==> config.mk <==
export PLATFORM = sky130hd
export DESIGN_NAME = regfile_param
export DESIGN_NICKNAME = d
export VERILOG_FILES = /design/src/rtl/regfile_param.sv
export SDC_FILE = /design/constraint.sdc
export NUM_CORES = 1
export LEC_CHECK = 0
export ABC_AREA = 1
export BUFFER_PORTS_ARGS = -buffer_cell sky130_fd_sc_hd__buf_2
export CORE_AREA = 10 10 89 121
export CTS_CLUSTER_DIAMETER = 50
export DETAILED_ROUTE_END_ITERATION = 10
export DIE_AREA = 0 0 99 131
export PLACE_DENSITY = 0.73
export SLEW_MARGIN = 25
export SYNTH_ARGS = -nofsm -noshare
export SYNTH_HDL_FRONTEND = slang
export SYNTH_SLANG_ARGS = --single-unit
export TNS_END_PERCENT = 10
==> constraint.sdc <==
create_clock -name clk_i -period 2.7 [get_ports clk_i]
set_input_delay 0.54 -clock clk_i [delete_from_list [all_inputs] [get_ports clk_i]]
set_output_delay 0.54 -clock clk_i [all_outputs]
set_load 0.02 [all_outputs]
==> src/rtl/regfile_param.sv <==
// Purpose : parametrised register file with two read ports, one write port, condition bit and busy scoreboard.
// Latency : reads are combinational; writes, CB and scoreboard updates take effect on the next rising clk_i edge.
// Backpressure: none; every write, busy set and CB write is accepted in the cycle it is presented.
//
// Ports:
//   clk_i, reset_i             clock and synchronous active-high reset
//   write_i / write_addr_i /
//   write_data_i               register write port (also clears the busy bit of write_addr_i)
//   write_CB_i / cb_data_i     condition-bit write
//   rs_addr_i / rt_addr_i      read addresses
//   busy_set_i / busy_addr_i   mark a register as awaiting writeback
//   rs_data_o / rt_data_o      read data
//   cb_data_o                  condition bit
//   rs_busy_o / rt_busy_o      scoreboard bits for the read addresses
module regfile_param #(
    parameter int DATA_W   = 8,
    parameter int ADDR_W   = 3,
    parameter int BYPASS   = 1,
    parameter int ZERO_REG = 0
) (
    input  logic              clk_i,
    input  logic              reset_i,
    input  logic              write_i,
    input  logic [ADDR_W-1:0] write_addr_i,
    input  logic [DATA_W-1:0] write_data_i,
    input  logic              write_CB_i,
    input  logic              cb_data_i,
    input  logic [ADDR_W-1:0] rs_addr_i,
    input  logic [ADDR_W-1:0] rt_addr_i,
    input  logic              busy_set_i,
    input  logic [ADDR_W-1:0] busy_addr_i,
    output logic [DATA_W-1:0] rs_data_o,
    output logic [DATA_W-1:0] rt_data_o,
    output logic              cb_data_o,
    output logic              rs_busy_o,
    output logic              rt_busy_o
);

    localparam int NUM_REGS = 2 ** ADDR_W;

    logic [DATA_W-1:0]   regs [NUM_REGS];
    logic [NUM_REGS-1:0] busy;
    logic [NUM_REGS-1:0] busy_next;
    logic                cb;

    logic wr_en;
    logic set_en;
    logic rs_zero;
    logic rt_zero;

    // Register 0 is read-only and never pending when it is hardwired.
    assign wr_en   = write_i    && !((ZERO_REG != 0) && (write_addr_i == '0));
    assign set_en  = busy_set_i && !((ZERO_REG != 0) && (busy_addr_i  == '0));
    assign rs_zero = (ZERO_REG != 0) && (rs_addr_i == '0);
    assign rt_zero = (ZERO_REG != 0) && (rt_addr_i == '0);

    // Clear is applied first so a same-address set overrides it: the set
    // means a newer producer has been issued for that register.
    always_comb begin
        busy_next = busy;
        if (write_i) begin
            busy_next[write_addr_i] = 1'b0;
        end
        if (set_en) begin
            busy_next[busy_addr_i] = 1'b1;
        end
    end

    always_ff @(posedge clk_i) begin
        if (reset_i) begin
            for (int i = 0; i < NUM_REGS; i++) begin
                regs[i] <= '0;
            end
            busy <= '0;
            cb   <= 1'b0;
        end else begin
            if (wr_en) begin
                regs[write_addr_i] <= write_data_i;
            end
            if (write_CB_i) begin
                cb <= cb_data_i;
            end
            busy <= busy_next;
        end
    end

    // Read ports: stored value, optionally overridden by the in-flight
    // write, and finally forced to zero for a hardwired register 0.
    always_comb begin
        rs_data_o = regs[rs_addr_i];
        if ((BYPASS != 0) && write_i && (write_addr_i == rs_addr_i)) begin
            rs_data_o = write_data_i;
        end
        if (rs_zero) begin
            rs_data_o = '0;
        end
    end

    always_comb begin
        rt_data_o = regs[rt_addr_i];
        if ((BYPASS != 0) && write_i && (write_addr_i == rt_addr_i)) begin
            rt_data_o = write_data_i;
        end
        if (rt_zero) begin
            rt_data_o = '0;
        end
    end

    assign cb_data_o = ((BYPASS != 0) && write_CB_i) ? cb_data_i : cb;

    // Busy outputs reflect stored state only; a set or clear in flight is
    // not forwarded.
    assign rs_busy_o = busy[rs_addr_i] && !rs_zero;
    assign rt_busy_o = busy[rt_addr_i] && !rt_zero;

endmodule

==> run summary <==
YS warnings - 0
RSZ-0062 raised after global routing - false
Initial antenna violation count - 0
RD Place Congestion - 0.977
Cts hold-fix bufs - 0
Sequential share of the synthesized area - 45.9%
Final Util - 60.7%
Final HPWL DP - 10.3 mm
Total iterations of the first detailed-routing run - 6
Synth Cell Area - 4580 um^2
Number of global-route vias before repair - 4254
Die width - 99 um
Post-synth EDFFs - 64
Die height - 131 um
Final Skew - 0 ps
Crit share post-route - 84.0%
Layout cells sized above 1 - 15.6%
Max Slew Vio Count - 0
Slowest cell delay on critical path - 240 ps
Peak supply drop - 357 uV
IO Pins - 45
Routed Antenna Nets - 0
Final #Nets - 689
Pwr dens - 602 nW/um^2
Routed WL - 14.3 mm
Avg Inst Size Synth - 7.41 um^2
Routed wire per std cell - 18.5 um
TritonCTS clock tree - done
Critical path required time - 2160 ps
IO Port Bufs - 44
Final count of hold timing violations - 0
Syn Nets - 644
# diodes - 0
Global-route wire length before repair - 22.7 mm
Outcome - completed
Leakage Power - 2.51 nW
Clock-pin slew on the worst setup and hold paths - 50 ps
Clock Tree Buf Depth - 2
Post-synth top cells - nand2_1, nand3_1, inv_1
Rows - 40
Async SR Flop Fraction - 0%
Minimum clock period - 2270 ps
Slowest cell on crit path - buf_2
Initial Utilization - 53.5%
Worst slew pin tran - 571 ps
Max cap viols - 0
Crit. End Element - output port
Seq cells post-synth - 73
CP Max Fanout - 11
Yosys top cell by area - edfxtp_1
H-tree depth - 3
Drt initial violations - 654
Synthesized instance count - 618
Worst path cell trace - buf_2 > inv_2 > nand2_1 > nand2_1 > nor2_2 > nand2_4 > clkinv_4 > nand2_1 > nand2_1 > buf_2
DR vias - 4417
Main area contributors after synthesis - edfxtp_1, nand2_1, nand3_1
Post-synth cell types - 23
Relative slew slack - 61.9%
Via density - 5.71
Post-CTS resize count - 0
Area Overhead vs Synth - 13.5%
Post-synth top area share - 42.0%
Setup TNS Final - 0 ps
CTS Buf Count - 9
CTS Sinks - 73
Most frequent cell after synthesis - nand2_1
Crit path kind - in -> out
Crit start category - input pin
Pin count of the biggest net entering global routing - 36
Setup bufs post-CTS - 0
Setup violations, final - 0
CTS Root Cell - clkbuf_16
DR DRC count - 0
GR Overflow Total - 0
Clk_lat worst skew - 330 ps
Top_reg_cell synth - edfxtp_1
CORE AREA - 8560 um^2
CP arrival - 1730 ps
Most Frequent Cell on Critical Path - nand2_1
GR Util All Layers - 22.8%
HP Class - reg -> reg
Fmax achieved - 441 MHz
Die ar. - 13000 um^2
[kinds of logic after synthesis]
logic type      Yosys count  synth area share, %
simple gates            407                 40.4
buf+inv                 113                 10.9
flops                    73                 45.9
compound gates           25                 2.79
[where the power goes]
group / total, W / internal, W / switching (W)
logic: 0.000550 / 0.000158 / 0.000392
clock network: 0.00126 / 0.000804 / 0.000456
registers: 0.00132 / 0.00129 / 0.0000214
[per-layer routing]
layer | GRT usage [%] | up-vias | routed length [um]
met2 | 38.1 | 265 | 6890
met1 | 27.0 | 2045 | 5580
met5 | 0 | - | 0
li1 | - | 2067 | -
met4 | 11.6 | 0 | 607
met3 | 4.89 | 40 | 1230
[path summary, 6_finish.rpt]
path	end	cells after the start	start	slack, ps
setup / recovery	rt_data_o[0]	10	rt_addr_i[1]	430
hold / removal	cb	2	cb	470
setup reg to reg	busy[1]	2	busy[1]	2100
hold reg to reg	cb	2	cb	470
[state kept, by name, summed over array words and instances (netlist names)]
signal	count
regs	64
busy	8
cb	1
[cell type report]
type | instances | area, um^2
well taps | 105 | 131
multi-input cells | 432 | 1980
inverters | 89 | 347
repair buffers | 58 | 325
clock buffers | 10 | 229
flip-flops and latches | 73 | 2100
fillers | 813 | 3360
clock inverters | 6 | 82.6
[cell usage in the layout (no fill, tap or decap), drive strengths merged]
cell and count:
bufinv 2, edfxtp 64, dfxtp 9, or2 1
o22ai 2, nor2 76, o21ai 18, buf 58
clkinv 6, a21oi 5, nand3 130, clkbuf 10
inv 87, nand2 200
[per-stage QoR]
stage	setup slack, ps	hold slack (ps)	total power [W]	cells	area, um^2
after detailed placement	467	464	0.00188	757	4880
after floorplan	838	440	0.00169	618	4580
final	432	468	0.00313	773	5190
after global placement	459	456	0.00187	757	4880
after CTS	459	472	0.00313	773	5190
after global routing	281	504	0.00325	773	5190
[worst max-delay path, delay by kind of cell]
family	cells	cell delay, ps
buffers and inverters	4	650
AND/OR/NAND/NOR	6	530
No activity file was read; power rests on OpenSTA's default activity.
